[src/rtl/issue_unit.sv]
// Single-issue decode/dispatch stage with an internal 8x32 register file.
// One instruction is in flight at a time. It drives the alu, branch and data_mov
// execute units and writes their results back to the register file.
module issue_unit #(
  parameter int unsigned DMOV_TIMEOUT = 16
) (
  input  logic        clk,
  input  logic        reset,
  input  logic [31:0] instr,
  input  logic        instr_valid,
  output logic        instr_ready,
  output logic [2:0]  opcode,
  output logic        has_imm,
  output logic [31:0] x1,
  output logic [31:0] x2,
  output logic [31:0] xd,
  output logic [20:0] imm,
  output logic        alu_en,
  output logic        br_en,
  output logic        dmov_en,
  input  logic [31:0] alu_y,
  input  logic [31:0] br_offset,
  input  logic        br_taken,
  input  logic [31:0] dmov_y,
  input  logic [1:0]  dmov_write_which,
  input  logic        dmov_done,
  output logic        redirect_valid,
  output logic [31:0] redirect_pc,
  output logic        err_illegal,
  output logic        err_timeout,
  output logic        halted,
  output logic [31:0] retired
);

  // The counter only has to reach DMOV_TIMEOUT-1; expiry is decided in that cycle.
  localparam int unsigned CntW = (DMOV_TIMEOUT > 1) ? $clog2(DMOV_TIMEOUT) : 1;
  localparam logic [CntW-1:0] CntLast = CntW'(DMOV_TIMEOUT - 1);

  localparam logic [2:0] ClsAluR = 3'b000;
  localparam logic [2:0] ClsAluI = 3'b001;
  localparam logic [2:0] ClsBr   = 3'b010;
  localparam logic [2:0] ClsDmov = 3'b011;
  localparam logic [2:0] ClsHalt = 3'b111;

  typedef enum logic [2:0] {StIdle, StIssue, StExec, StWait, StHalt} state_e;

  state_e          state_q, state_d;
  logic [2:0]      cls_q, cls_d;
  logic [2:0]      rd_q, rd_d;
  logic [CntW-1:0] cnt_q, cnt_d;
  logic            instr_ready_q, instr_ready_d;
  logic [2:0]      opcode_q, opcode_d;
  logic            has_imm_q, has_imm_d;
  logic [31:0]     x1_q, x1_d, x2_q, x2_d, xd_q, xd_d;
  logic [20:0]     imm_q, imm_d;
  logic            alu_en_q, alu_en_d, br_en_q, br_en_d, dmov_en_q, dmov_en_d;
  logic            redirect_valid_q, redirect_valid_d;
  logic [31:0]     redirect_pc_q, redirect_pc_d;
  logic            err_illegal_q, err_illegal_d;
  logic            err_timeout_q, err_timeout_d;
  logic            halted_q, halted_d;
  logic [31:0]     retired_q, retired_d;

  logic [31:0]     rf_q [8];
  logic            rf_we;
  logic [2:0]      rf_waddr;
  logic [31:0]     rf_wdata;

  logic [2:0]      in_cls, in_rd, in_rs1, in_rs2;
  logic [31:0]     rs1_val, rs2_val, rd_val;
  logic            accept, active;

  assign in_cls = instr[31:29];
  assign in_rd  = instr[25:23];
  assign in_rs1 = instr[22:20];
  assign in_rs2 = instr[19:17];

  // r0 is hardwired to zero on the read side.
  assign rs1_val = (in_rs1 == 3'd0) ? 32'd0 : rf_q[in_rs1];
  assign rs2_val = (in_rs2 == 3'd0) ? 32'd0 : rf_q[in_rs2];
  assign rd_val  = (in_rd  == 3'd0) ? 32'd0 : rf_q[in_rd];

  assign accept = (state_q == StIdle) && instr_ready_q && instr_valid;

  // Next-state, writeback and registered-output computation.
  always_comb begin
    state_d          = state_q;
    cls_d            = cls_q;
    rd_d             = rd_q;
    cnt_d            = cnt_q;
    opcode_d         = opcode_q;
    has_imm_d        = has_imm_q;
    x1_d             = x1_q;
    x2_d             = x2_q;
    xd_d             = xd_q;
    imm_d            = imm_q;
    redirect_valid_d = 1'b0;
    redirect_pc_d    = redirect_pc_q;
    err_illegal_d    = 1'b0;
    err_timeout_d    = 1'b0;
    halted_d         = halted_q;
    retired_d        = retired_q;
    rf_we            = 1'b0;
    rf_waddr         = rd_q;
    rf_wdata         = alu_y;

    unique case (state_q)
      StIdle: begin
        if (accept) begin
          case (in_cls)
            ClsAluR, ClsAluI, ClsBr, ClsDmov: begin
              state_d   = StIssue;
              cls_d     = in_cls;
              rd_d      = in_rd;
              opcode_d  = instr[28:26];
              has_imm_d = (in_cls == ClsAluI);
              x1_d      = rs1_val;
              x2_d      = rs2_val;
              xd_d      = rd_val;
              imm_d     = {{4{instr[16]}}, instr[16:0]};
            end
            ClsHalt: begin
              state_d   = StHalt;
              halted_d  = 1'b1;
              retired_d = retired_q + 32'd1;
            end
            default: err_illegal_d = 1'b1;
          endcase
        end
      end
      StIssue: state_d = StExec;
      StExec: begin
        case (cls_q)
          ClsAluR, ClsAluI: begin
            rf_we     = 1'b1;
            retired_d = retired_q + 32'd1;
            state_d   = StIdle;
          end
          ClsBr: begin
            redirect_valid_d = br_taken;
            if (br_taken) redirect_pc_d = br_offset;
            retired_d = retired_q + 32'd1;
            state_d   = StIdle;
          end
          ClsDmov: begin
            cnt_d   = '0;
            state_d = StWait;
          end
          default: state_d = StIdle;
        endcase
      end
      StWait: begin
        // Completion takes priority over a coincident timeout.
        if (dmov_done) begin
          rf_we     = (dmov_write_which == 2'b01);
          rf_wdata  = dmov_y;
          retired_d = retired_q + 32'd1;
          state_d   = StIdle;
        end else if (cnt_q == CntLast) begin
          err_timeout_d = 1'b1;
          state_d       = StIdle;
        end else begin
          cnt_d = cnt_q + CntW'(1);
        end
      end
      StHalt: state_d = StHalt;
      default: state_d = StIdle;
    endcase

    instr_ready_d = (state_d == StIdle);
    active        = (state_d == StIssue) || (state_d == StExec) || (state_d == StWait);
    alu_en_d      = active && ((cls_d == ClsAluR) || (cls_d == ClsAluI));
    br_en_d       = active && (cls_d == ClsBr);
    dmov_en_d     = active && (cls_d == ClsDmov);
  end

  // State and registered outputs; reset aborts any instruction in flight.
  always_ff @(posedge clk or negedge reset) begin
    if (!reset) begin
      state_q          <= StIdle;
      cls_q            <= 3'd0;
      rd_q             <= 3'd0;
      cnt_q            <= '0;
      instr_ready_q    <= 1'b0;
      opcode_q         <= 3'd0;
      has_imm_q        <= 1'b0;
      x1_q             <= 32'd0;
      x2_q             <= 32'd0;
      xd_q             <= 32'd0;
      imm_q            <= 21'd0;
      alu_en_q         <= 1'b0;
      br_en_q          <= 1'b0;
      dmov_en_q        <= 1'b0;
      redirect_valid_q <= 1'b0;
      redirect_pc_q    <= 32'd0;
      err_illegal_q    <= 1'b0;
      err_timeout_q    <= 1'b0;
      halted_q         <= 1'b0;
      retired_q        <= 32'd0;
    end else begin
      state_q          <= state_d;
      cls_q            <= cls_d;
      rd_q             <= rd_d;
      cnt_q            <= cnt_d;
      instr_ready_q    <= instr_ready_d;
      opcode_q         <= opcode_d;
      has_imm_q        <= has_imm_d;
      x1_q             <= x1_d;
      x2_q             <= x2_d;
      xd_q             <= xd_d;
      imm_q            <= imm_d;
      alu_en_q         <= alu_en_d;
      br_en_q          <= br_en_d;
      dmov_en_q        <= dmov_en_d;
      redirect_valid_q <= redirect_valid_d;
      redirect_pc_q    <= redirect_pc_d;
      err_illegal_q    <= err_illegal_d;
      err_timeout_q    <= err_timeout_d;
      halted_q         <= halted_d;
      retired_q        <= retired_d;
    end
  end

  // Register file; writes to r0 are dropped.
  always_ff @(posedge clk or negedge reset) begin
    if (!reset) begin
      for (int i = 0; i < 8; i++) rf_q[i] <= 32'd0;
    end else if (rf_we && (rf_waddr != 3'd0)) begin
      rf_q[rf_waddr] <= rf_wdata;
    end
  end

  assign instr_ready    = instr_ready_q;
  assign opcode         = opcode_q;
  assign has_imm        = has_imm_q;
  assign x1             = x1_q;
  assign x2             = x2_q;
  assign xd             = xd_q;
  assign imm            = imm_q;
  assign alu_en         = alu_en_q;
  assign br_en          = br_en_q;
  assign dmov_en        = dmov_en_q;
  assign redirect_valid = redirect_valid_q;
  assign redirect_pc    = redirect_pc_q;
  assign err_illegal    = err_illegal_q;
  assign err_timeout    = err_timeout_q;
  assign halted         = halted_q;
  assign retired        = retired_q;

endmodule

[config.mk]
export PLATFORM = sky130hd
export DESIGN_NAME = issue_unit
export DESIGN_NICKNAME = d
export VERILOG_FILES = /design/src/rtl/issue_unit.sv
export SDC_FILE = /design/constraint.sdc
export NUM_CORES = 1
export LEC_CHECK = 0
export CAP_MARGIN = 40
export CORE_MARGIN = 3
export CORE_UTILIZATION = 49
export CTS_CLUSTER_SIZE = 24
export DETAILED_ROUTE_END_ITERATION = 8
export PLACE_DENSITY = 0.78
export SYNTH_ARGS = -nofsm -noshare
export SYNTH_HDL_FRONTEND = slang
export SYNTH_SLANG_ARGS = --single-unit
[constraint.sdc]
create_clock -name clk -period 2 [get_ports clk]
set_input_delay 0.2 -clock clk [delete_from_list [all_inputs] [get_ports clk]]
set_output_delay 0.2 -clock clk [all_outputs]
set_load 0.005 [all_outputs]
# Word level (Yosys, flattened, before mapping)
# Index checks and enable logic that the tools add are counted.
# op_classes
add_sub_neg	2
n_mul	0
n_div	0
magnitude_cmp	5
eq_ne	26
n_shift	0
n_mux	46
bitwise_logic	4
reduce_logical	30
# op_table
op	count
$mux W32	16
$bmux W32 S3	3
$bwmux W256	1
$demux W32 S3	1
$pmux W32 S3	1
$add A32 B1 Y32 const B	1
$eq A3 B2 Y1 const B	10
$logic_not A3 Y1	8
$mux W3	6
$ge A4 B4 Y1 const B	4
$not A3 Y4	4
$eq A3 B1 Y1 const B	5
$pmux W3 S5	1
$mux W4	3
$mux W1	10
$ne A2 B2 Y1 const B	5
$reduce_and A3 Y1	3
$pmux W4 S2	1
$logic_and A1 B1 Y1	7
$eq A3 B3 Y1 const B	2
$pmux W3 S2	1
$reduce_bool A3 Y1	2
$reduce_and A5 Y1	1
$reduce_or A5 Y1	1
13 further kinds	16
# totals
reg_bits	458
latchBits	0
ram_bits	0
romBits	0
out_inout_bits	193
word_cells	141
memories	0

# Longest topological paths before layout
# logic_depth
ltp_word	9
depth_mapped	9

# Worst setup path after synthesis
# Ideal clock, no wire load.
# synth_timing
path_type	flip-flop to flip-flop
start	register state_q[0]
end	register redirect_pc_q[0] (netlist: redirect_pc[0])
arrival_time_ps	1952
slack_ps	-77
path_stages_with_launch	6
path_buffers	2
period_less_slack_ps	2077
cell_sequence	dfrtp_1 buf_2 or4b_4 nor3_2 buf_2 mux2_2
# synth_via
elab_chain_cells	2
# synth_rtl
item	line	text
start: declaration	47	state_e state_q, state_d;
start signal: assignment	180	state_q <= StIdle;
start signal: assignment	201	state_q <= state_d;
$eq A3 B2 Y1	107	unique case (state_q)
$reduce_and A3 Y1 (no line)	n/a	
end signal: assignment	216	redirect_pc_q <= redirect_pc_d;
end: declaration	58	logic [31:0] redirect_pc_q, redirect_pc_d;
# No other way between the ends.
# A chain may end at the register's enable or synchronous reset.

# Worst setup path after layout
# layout_timing
start	register cls_q[2]
end	register rf_q[141] in the netlist's numbering
# layout_via
elab_chain_cells	5
elab_cells_between_ends	6
classes_between	1 x eq/ne; 2 x mux; 3 x reduce/logical
# layout_rtl
item	line	text
start: declaration	48	logic [2:0] cls_q, cls_d;
start signal: assignment	202	cls_q <= cls_d;
$eq A3 B1 Y1 or $logic_not A3 Y1 (tied branches)	133	case (cls_q)
$reduce_or A2 Y1 *	133	
$mux W1 *	133	
$pmux W1 S2 *	107	
$logic_and A1 B1 Y1 *	228	end else if (rf_we && (rf_waddr != 3'd0)) begin
end signal: indexed assignment	229	rf_q[rf_waddr] <= rf_wdata;
end: declaration	64	logic [31:0] rf_q [8];
# Mark *: on every way between the ends. The rest lies on a longest branch, timed or not.

==> impl_metrics.ini <==
[critical_path]
worstPathCellList = or4b_4 -> o32ai_4 -> and4b_4 -> buf_12 -> clkbuf_16 -> nor2_4 -> a21oi_2
setup.worst_path.end = rf_q[141]$_DFFE_PN0P_
cp.required_ns = 2.51
path_class = flip-flop to flip-flop
cpMaxStageDelayCell = or4b_4
cpPeakStageDelay_ns = 0.56
arrival_ns = 2.71
critPathLaunch = cls_q[2]$_DFF_PN0_
r2r_cells = 7
reg2reg_from = cls_q[2]$_DFF_PN0_
ff2ff_setup_slack_ns = -0.20
path_max_fanout = 6
end_kind = flip-flop
crit_path_start_kind = flip-flop
timing.rr.end = rf_q[141]$_DFFE_PN0P_

[run]
max_cap_viol_count = 0

[routing]
routed_via_density = 6.28
vias = 18700
drcViolationCount = 0
wl_per_cell_um = 24.5
ant_nets = 0
drtIter0Drc = 2618
wl_um = 73100
first_pass_iters = 8

[placed_design]
dp_hpwl_um = 40500
port_buffers = 327
placed_cell_area_um2 = 25700
place_congestion = 0.852

[global_route]
grt_pass1_vias = 18100
grt_usage_pct = 27.6
grt_pass1_wl_um = 98600
grt.overflow.total = 0
grt_max_degree = 103
antenna_found_initial = 1

[synthesis]
ys.flop_type = dfrtp_1
syn_area_per_cell_um2 = 10.4
async_flop_share_pct = 100
synth_cell_types = 47
yosysWarnings = 0
syn_nets = 2157
synth_enable_flop_cells = 0
syn_area_um2 = 21100
ys_seq_area_share_pct = 50.6
ys_ff_latch = 426
synth_cells = 2020

[worst_hold_path]
hold_path_class = input pin to asynchronous set/reset pin

[clock_network]
cts_tree = built
cts_root_buffer = clkbuf_16
numCtsBuffers = 46
clock_latency_ns = 0.60
htreeDepth = 2
clockBufferDepth = 3
clkTransAtPathRegs_ns = 0.06
clock-sinks = 426

[layout]
nNetsFinal = 2544
final_util_pct = 68.4
drive_above_1_share_pct = 26.2
design_area_um2 = 28900
syn_to_final_growth_pct = 37.2
n_antenna_cell = 0

[sta]
hold_viol = 0
slew_headroom_pct = 33.7
fin_crit_sh_pct = 110
setup_violations = 260
rsz0062_at_grt = true
fmax_mhz = 455
hold_slack_ns = 0.101
tightest_slew_ns = 0.991
min_period_ns = 2.20
final.setup.worst_slack_ns = -0.199
finalClockSkew_ns = 0.0201
maxSlewViolCount = 0

[outcome]
violations = negative setup slack
outcome = finished, violations left

[floorplan]
io_pins = 328
std_cell_rows = 75
dieArea_um2 = 45500
fp.dieW_um = 213
start_util_pct = 49.9
die_h_um = 213
fp.coreArea_um2 = 42200

[power_and_ir_drop]
power.leakage_nw = 12.5
p_total_mw = 36.4
power_density_nw_per_um2 = 1260
ir_drop_mv = 0.766
==> metal layers <==
layer / track usage (%) / up-vias / part of all wire, %
met5: 0 / - / 0
met4: 10.5 / 0 / 5.2
met3: 5.74 / 340 / 12
met2: 46.0 / 1294 / 47
met1: 35.9 / 9103 / 36
li1: - / 7971 / -
==> worst max-delay path, delay by kind of cell, from the launching register on <==
family                 cells  cell delay [ns]
and+or+nand+nor            3             0.97
DFF                        1             0.40
AOI/OAI and AO/OA          2             0.38
buffers and inverters      2             0.36
==> cells in the final DEF (no fill, tap or decap), types with 93 or more instances in the layout <==
cell type and count:
buf_4 98, mux4_2 96, clkdlybuf4s50_1 317, a21oi_1 150, nor2_1 166, nand2_1 302, dfrtp_1 424, mux2_2 130
a22oi_1 93, o21ai_0 197
==> sequential cells by signal, indices dropped and copies added, names as in the netlist, 3 cells and up <==
name	cells
cls_q	3
cnt_q	4
imm	17
opcode	3
rd_q	3
redirect_pc	32
retired	32
rf_q	224
state_q	3
x1	32
x2	32
xd	32
==> synthesized netlist by cell type (2+ instances only) <==
cell      count  share of area (%)
dfrtp_1     426                 51
nand2_1     327                5.8
o21ai_0     227                5.4
nor2_1      210                3.7
a21oi_1     195                4.6
mux2_2      130                6.9
clkbuf_1    107                1.9
mux4_2       96                 10
a22oi_1      93                3.3
mux2i_1      32                1.5
buf_2        25               0.59
xnor2_1      17               0.71
buf_4        16               0.57
xor2_1       16               0.67
buf_1        14               0.25
nand3_1      13               0.31
inv_1         7               0.12
and3_1        6               0.18
nand4_1       6               0.18
nor3_1        6               0.14
nand3b_1      5               0.18
nor3b_1       5               0.18
nor2b_1       4               0.12
nor3_2        4               0.19
nor4_1        4               0.12
a21o_1        2              0.071
and2_1        2              0.059
and4_1        2              0.083
and4b_1       2              0.095
ha_1          2               0.12
nand2b_1      2              0.059
o22ai_1       2              0.059
==> worst min path at each step <==
stage | from | end | slack, ns | depth (start not counted)
6_report | reset | x1[18]$_DFFE_PN0P_ | 0.10 | 2
5_1_grt | reset | x1[17]$_DFFE_PN0P_ | 0.12 | 2
4_1_cts | reset | x1[17]$_DFFE_PN0P_ | 0.1 | 2
3_5_place_dp | reset | x1[18]$_DFFE_PN0P_ | 0.11 | 1
3_3_place_gp | reset | x1[18]$_DFFE_PN0P_ | 0.11 | 1
2_1_floorplan | reset | alu_en$_DFF_PN0_ | -0.1 | 0
==> power breakdown <==
part	switching (mW)	internal [mW]
Combinational	5.50	7.39
Sequential	2.99	11.9
Clock	3.61	5.04
Total	12.1	24.3
==> per-stage QoR <==
step                setup WS [ns]  std cells  TNS [ns]
floorplan                 -0.0235       2020    -0.397
global placement           -0.381       2848    -26.98
detailed placement         -0.364       2849    -38.55
CTS                        -0.120       2937     -8.75
global route               -0.278       2978    -48.78
finish                     -0.199       2978    -27.71
==> layout make-up <==
class | instances | area [µm²]
Timing Repair Buffer | 500 | 5560
Clock buffer | 62 | 1290
Tap cell | 539 | 674
Inverter | 7 | 26.3
Fill cell | 2881 | 13300
Multi-Input combinational cell | 1426 | 10500
Sequential cell | 426 | 10700
Clock inverter | 18 | 211
==> cell families after synthesis <==
| kind of cell | share of synthesized area (%) |
|---|---|
| and+or+nand+nor | 11.9 |
| AOI/OAI and AO/OA | 13.8 |
| DFF | 50.6 |
| muxes | 18.7 |
| buffers and inverters | 3.50 |
| xor gates and xnor gates | 1.37 |
| adders and majority gates | 0.119 |
==> timing repair <==
action,in CTS,in global routing
pin swaps,5,43
gates resized for setup,17,229
hold endpoints to repair,256,0
hold buffers,1,0
cloned,6,27
endpoints found under the setup margin,213,270
setup buffers,1,14
No activity file was read; power rests on OpenSTA's default activity.
